--- src/rtl/netlist_mon_pkg.sv ---
// Shared types and MISR arithmetic for the netlist response monitor.
// Combinational helpers only; no state, no handshake.
// misr_next works on 32-bit containers so any SIG_W up to 32 shares one function.
package netlist_mon_pkg;

    typedef enum logic [1:0] {
        ST_IDLE  = 2'd0,
        ST_RUN   = 2'd1,
        ST_CHECK = 2'd2,
        ST_DONE  = 2'd3
    } mon_state_t;

    localparam logic [15:0] DEFAULT_POLY = 16'h1021;
    localparam logic [15:0] DEFAULT_SEED = 16'hFFFF;

    // One MISR step of width w: shift left, fold the dropped MSB back through poly, xor in r.
    function automatic logic [31:0] misr_next(input logic [31:0] s,
                                              input logic [31:0] r,
                                              input logic [31:0] poly,
                                              input int          w);
        logic [31:0] mask;
        logic        fb;
        mask = (w >= 32) ? 32'hFFFF_FFFF : ((32'h1 << w) - 32'h1);
        fb   = |(s & (32'h1 << (w - 1)));
        return ((s << 1) ^ (fb ? poly : 32'h0) ^ r) & mask;
    endfunction

endpackage

--- src/rtl/monitor_trace_ram.sv ---
// Trace storage: DEPTH x W array, one write port, one registered read port.
// Read latency 1 cycle (old data on same-slot read/write); read register clears on reset.
// No backpressure; a write is taken on every cycle wr_en is high.
module monitor_trace_ram #(
    parameter int W     = 11,
    parameter int DEPTH = 8,
    localparam int AW   = $clog2(DEPTH)
) (
    input  logic          bertaClock,
    input  logic          global_reset,
    input  logic          wr_en,
    input  logic [AW-1:0] wr_addr,
    input  logic [W-1:0]  wr_data,
    input  logic [AW-1:0] rd_addr,
    output logic [W-1:0]  rd_data
);

    logic [W-1:0] mem [DEPTH];

    always_ff @(posedge bertaClock) begin
        if (wr_en)
            mem[wr_addr] <= wr_data;
    end

    always_ff @(posedge bertaClock) begin
        if (global_reset)
            rd_data <= '0;
        else
            rd_data <= mem[rd_addr];
    end

endmodule

--- src/rtl/netlist_response_monitor.sv ---
// Response monitor: compacts sampled pads into a MISR, counts samples, checks against golden.
// Latency: done rises 2 edges after the final accepted sample; trace read (MONITOR_TRACE_EN) is 1 cycle.
// Backpressure: none; every sample_valid cycle in RUN is consumed, start is ignored outside IDLE/DONE.
module netlist_response_monitor
    import netlist_mon_pkg::*;
#(
    parameter int               RESP_W      = 11,
    parameter int               SIG_W       = 16,
    parameter logic [SIG_W-1:0] POLY        = SIG_W'(DEFAULT_POLY),
    parameter logic [SIG_W-1:0] SEED        = SIG_W'(DEFAULT_SEED),
    parameter int               CNT_W       = 16,
    parameter int               TRACE_DEPTH = 8
) (
    input  logic              bertaClock,
    input  logic              global_reset,
    input  logic              start,
    input  logic [CNT_W-1:0]  cycle_target,
    input  logic [SIG_W-1:0]  golden_sig,
    input  logic              sample_valid,
    input  logic [RESP_W-1:0] resp,
    output logic              busy,
    output logic              done,
    output logic              pass,
    output logic [SIG_W-1:0]  signature,
    output logic [CNT_W-1:0]  cycle_count
`ifdef MONITOR_TRACE_EN
    ,
    input  logic [$clog2(TRACE_DEPTH)-1:0] trace_addr,
    output logic [RESP_W-1:0]              trace_data
`endif
);

    mon_state_t       state;
    logic [CNT_W-1:0] target_q;
    logic [SIG_W-1:0] sig_next;
    logic [CNT_W-1:0] count_inc;

    assign sig_next  = SIG_W'(misr_next(32'(signature), 32'(resp), 32'(POLY), SIG_W));
    assign count_inc = cycle_count + CNT_W'(1);
    assign busy      = (state == ST_RUN) || (state == ST_CHECK);
    assign done      = (state == ST_DONE);

    always_ff @(posedge bertaClock) begin
        if (global_reset) begin
            state       <= ST_IDLE;
            signature   <= SEED;
            cycle_count <= '0;
            pass        <= 1'b0;
            target_q    <= '0;
        end else begin
            case (state)
                ST_IDLE, ST_DONE: begin
                    if (start) begin
                        signature   <= SEED;
                        cycle_count <= '0;
                        pass        <= 1'b0;
                        target_q    <= cycle_target;
                        state       <= (cycle_target == '0) ? ST_CHECK : ST_RUN;
                    end
                end
                ST_RUN: begin
                    if (sample_valid) begin
                        signature   <= sig_next;
                        cycle_count <= count_inc;
                        if (count_inc == target_q)
                            state <= ST_CHECK;
                    end
                end
                ST_CHECK: begin
                    pass  <= (signature == golden_sig);
                    state <= ST_DONE;
                end
                default: state <= ST_IDLE;
            endcase
        end
    end

`ifdef MONITOR_TRACE_EN
    localparam int TAW = $clog2(TRACE_DEPTH);

    logic [TAW-1:0] wr_ptr;
    logic           start_acc;
    logic           take;

    assign start_acc = start && ((state == ST_IDLE) || (state == ST_DONE));
    assign take      = (state == ST_RUN) && sample_valid;

    // Power-of-two depth, so the pointer wraps on its own.
    always_ff @(posedge bertaClock) begin
        if (global_reset || start_acc)
            wr_ptr <= '0;
        else if (take)
            wr_ptr <= wr_ptr + TAW'(1);
    end

    monitor_trace_ram #(
        .W     (RESP_W),
        .DEPTH (TRACE_DEPTH)
    ) u_trace (
        .bertaClock   (bertaClock),
        .global_reset (global_reset),
        .wr_en        (take),
        .wr_addr      (wr_ptr),
        .wr_data      (resp),
        .rd_addr      (trace_addr),
        .rd_data      (trace_data)
    );
`endif

endmodule

--- config.mk ---
export PLATFORM = sky130hd
export DESIGN_NAME = netlist_response_monitor
export DESIGN_NICKNAME = d
export VERILOG_FILES = /design/src/rtl/netlist_mon_pkg.sv /design/src/rtl/monitor_trace_ram.sv /design/src/rtl/netlist_response_monitor.sv
export SDC_FILE = /design/constraint.sdc
export NUM_CORES = 1
export LEC_CHECK = 0
export ABC_AREA = 1
export CORE_MARGIN = 8
export CORE_UTILIZATION = 52
export CTS_CLUSTER_DIAMETER = 150
export DETAILED_ROUTE_END_ITERATION = 7
export HOLD_SLACK_MARGIN = 0.05
export PLACE_DENSITY_LB_ADDON = 0.05
export SLEW_MARGIN = 20
export SYNTH_ARGS = -nofsm -noshare
export SYNTH_HDL_FRONTEND = slang
export SYNTH_SLANG_ARGS = --single-unit
--- constraint.sdc ---
create_clock -name bertaClock -period 3.7 [get_ports bertaClock]
set_input_delay 0.555 -clock bertaClock [delete_from_list [all_inputs] [get_ports bertaClock]]
set_output_delay 0.555 -clock bertaClock [all_outputs]
set_load 0.03 [all_outputs]
==> impl_metrics.ini <==
[status]
status = finished clean

[clock_tree]
cts_tree = built
cts_htree_levels = 2
cts_buffer_depth = 2
clk_latency_ps = 300
cts.sinks = 51
postCtsSetupBuffers = 0
path_clk_slew_ps = 90
cts_resized = 0
clockRootBuffer = clkbuf_8
holdBufCountCts = 0
cts_buffers = 5

[cells_and_area]
fillers = 508
final_cell_mix = nand2_1 (112), clkdlybuf4s50_1 (81), dfxtp_1 (51)
multi_input_area_um2 = 1680
seqCellArea_um2 = 1020
area_growth_pct = 33.2
drive_gt1_share_pct = 4.86
layout_commonest_cell = nand2_1
nets = 564
antenna_cells = 0

[floorplanning]
rows = 27
die_area_um2 = 8300
initial_core_util_pct = 53.6
die_h_um = 91.1
ios = 82
die_x_um = 91.1
core_um2 = 5470

[placed_design]
hpwl_um = 6350
io_buffers = 81
gp_congestion = 0.818

[setup_path]
arrival_ps = 1890
setup.worst_path.end_class = output port
crit_path_frequent_cell = inv_1
cp_max_fo = 6
cpPeakStageDelay_ps = 700
cp_slowest_cell = clkdlybuf4s50_1
required_ps = 3140
crit_type = reg2out
start_kind = register
cp_cell_sequence = inv_1 -> ha_1 -> inv_1 -> clkdlybuf4s50_1

[pwr]
swShare_pct = 40.8
clock_power_share_pct = 18.0
p_sw_uw = 803
pwr-share-seq_pct = 38.1
peakVddDrop_mv = 0.348
power_frac_comb_pct = 43.9
p_leak_nw = 1.54
fin_total_pwr_mw = 1.97
intPower_mw = 1.17
powerDensity_nw_per_um2 = 504

[timing]
slew_violations = 0
timing.final.setup_violations = 0
max-slew-margin-rel_pct = 39.0
worstMarginPinSlew_ps = 914
max_freq_ghz = 0.409
grt_setup_unrepaired = false
tns_ps = 0
min_period_ps = 2440
fin_skew_ps = 3.34
period_share_pct = 66.0
hold_viol = 0

[worst_hold_path]
hp-class = reg2reg

[global_route]
grt_use_total_pct = 19.9
antenna_found_initial = 0
grt.overflow.total = 0
grt_pass1_vias = 3011
grt_pass1_wl_um = 13900
grt_max_degree = 36

[routing]
drtAntennaViolNets = 0
wl_um = 8270
vias_per_cell = 5.32
drt_iter0_markers = 179
via_count = 3116
routedWlPerCell_um = 14.1
drc = 0
dr.pass1.iters = 4

[synthesis]
synthMuxAreaShare_pct = 0
synth_top_area_share_pct = 34.8
synth_area_leader_cell = dfxtp_1
synthSimpleGateAreaFrac_pct = 34.0
yosysWarnings = 0
synth.cell_area_um2 = 2930
yosysUniqueCellTypes = 32
synth_top_family_by_area = simple AND/OR/NAND/NOR gates
synth_nets = 486
syn_area_per_cell_um2 = 6.74
synth_xor_area_share_pct = 7.64
synth_compound_area_share_pct = 14.0
synth_cells = 435
synth_adder_area_share_pct = 1.71
ys_ff_latch = 51
synth.yosys.seq_area_share_pct = 34.8
synth.area.top_cells = dfxtp_1 (35%), nand2_1 (14%), nand3_1 (7.3%), xor2_1 (6.6%), inv_1 (6.0%)

[run]
maxCapViolCount = 0
[worst max-delay path, delay by kind of cell, from the launching register on]
kind,cells,cell delay (ps)
fa+ha+maj,1,300
flops,1,380
buf+inv,3,900
[cell families (layout without fill, tap and decap cells)]
family	Yosys count	count (layout)
xor+xnor	24	24
simple gates	220	220
buf+inv	61	140
compound gates	75	75
fa+ha+maj	4	4
flops	51	51
[per-layer routing]
layer | vias to the layer above | part of all wire (%) | global-route usage (%)
li1 | 1599 | - | -
met1 | 1398 | 41 | 22.3
met2 | 104 | 49 | 34.3
met3 | 15 | 7.8 | 6.91
met4 | 0 | 2.2 | 6.82
met5 | - | 0 | 0
[Yosys cell counts]
master,number
a211oi_1,1
a21o_1,1
a21oi_1,33
a22o_1,1
a31oi_1,1
and2_1,1
buf_1,1
buf_2,1
clkbuf_1,11
dfxtp_1,51
ha_1,4
inv_1,47
inv_2,1
nand2_1,112
nand2_2,3
nand3_1,43
nand3_2,1
nand3b_1,2
nand4_1,10
nor2_1,29
nor2_2,1
nor2_4,5
nor3_1,4
nor4_1,5
o211ai_1,1
o21ai_0,18
o21ai_1,1
o22ai_1,18
or2_2,4
xnor2_1,1
xnor3_1,1
xor2_1,22
[power groups by stage]
| stage | Combinational (mW) | Clock (mW) | Sequential [mW] |
|---|---|---|---|
| global placement | 0.848 | 0 | 0.759 |
| finish | 0.864 | 0.355 | 0.751 |
| CTS | 0.866 | 0.358 | 0.751 |
| detailed placement | 0.860 | 0 | 0.762 |
| floorplan | 0.522 | 0 | 0.810 |
| global route | 0.961 | 0.378 | 0.767 |
[cell type report]
cell class	count	share of cell area, %
clock buffers	8	2.56
inverters	48	4.61
multi-input cells	323	43.0
flip-flops and latches	51	26.1
well taps	72	2.31
repair buffers	84	21.3
[through the flow]
stage	setup WS [ps]	std cells	area [um2]	hold WS (ps)	utilization, %
CTS	1250	586	3910	474	71.4
detailed placement	1270	578	3800	460	69.5
finish	1260	586	3910	474	71.4
floorplan	1560	435	2930	444	-
global route	1140	586	3910	494	71.4
global placement	1320	578	3800	458	69.5
[sequential cells by signal, indices dropped and copies added (netlist names)]
name         cells
cycle_count     16
signature       16
target_q        16
state            2
pass             1
[path summary, 6_finish.rpt]
kind / start / endpoint / slack [ps] / cells after the start
min reg2reg: target_q[14] / target_q[14] / 470 / 2
min: target_q[14] / target_q[14] / 470 / 2
max reg2reg: state[0] / cycle_count[0] / 1450 / 11
max: state[0] / busy / 1260 / 4
(Power assumes the default switching activity.)
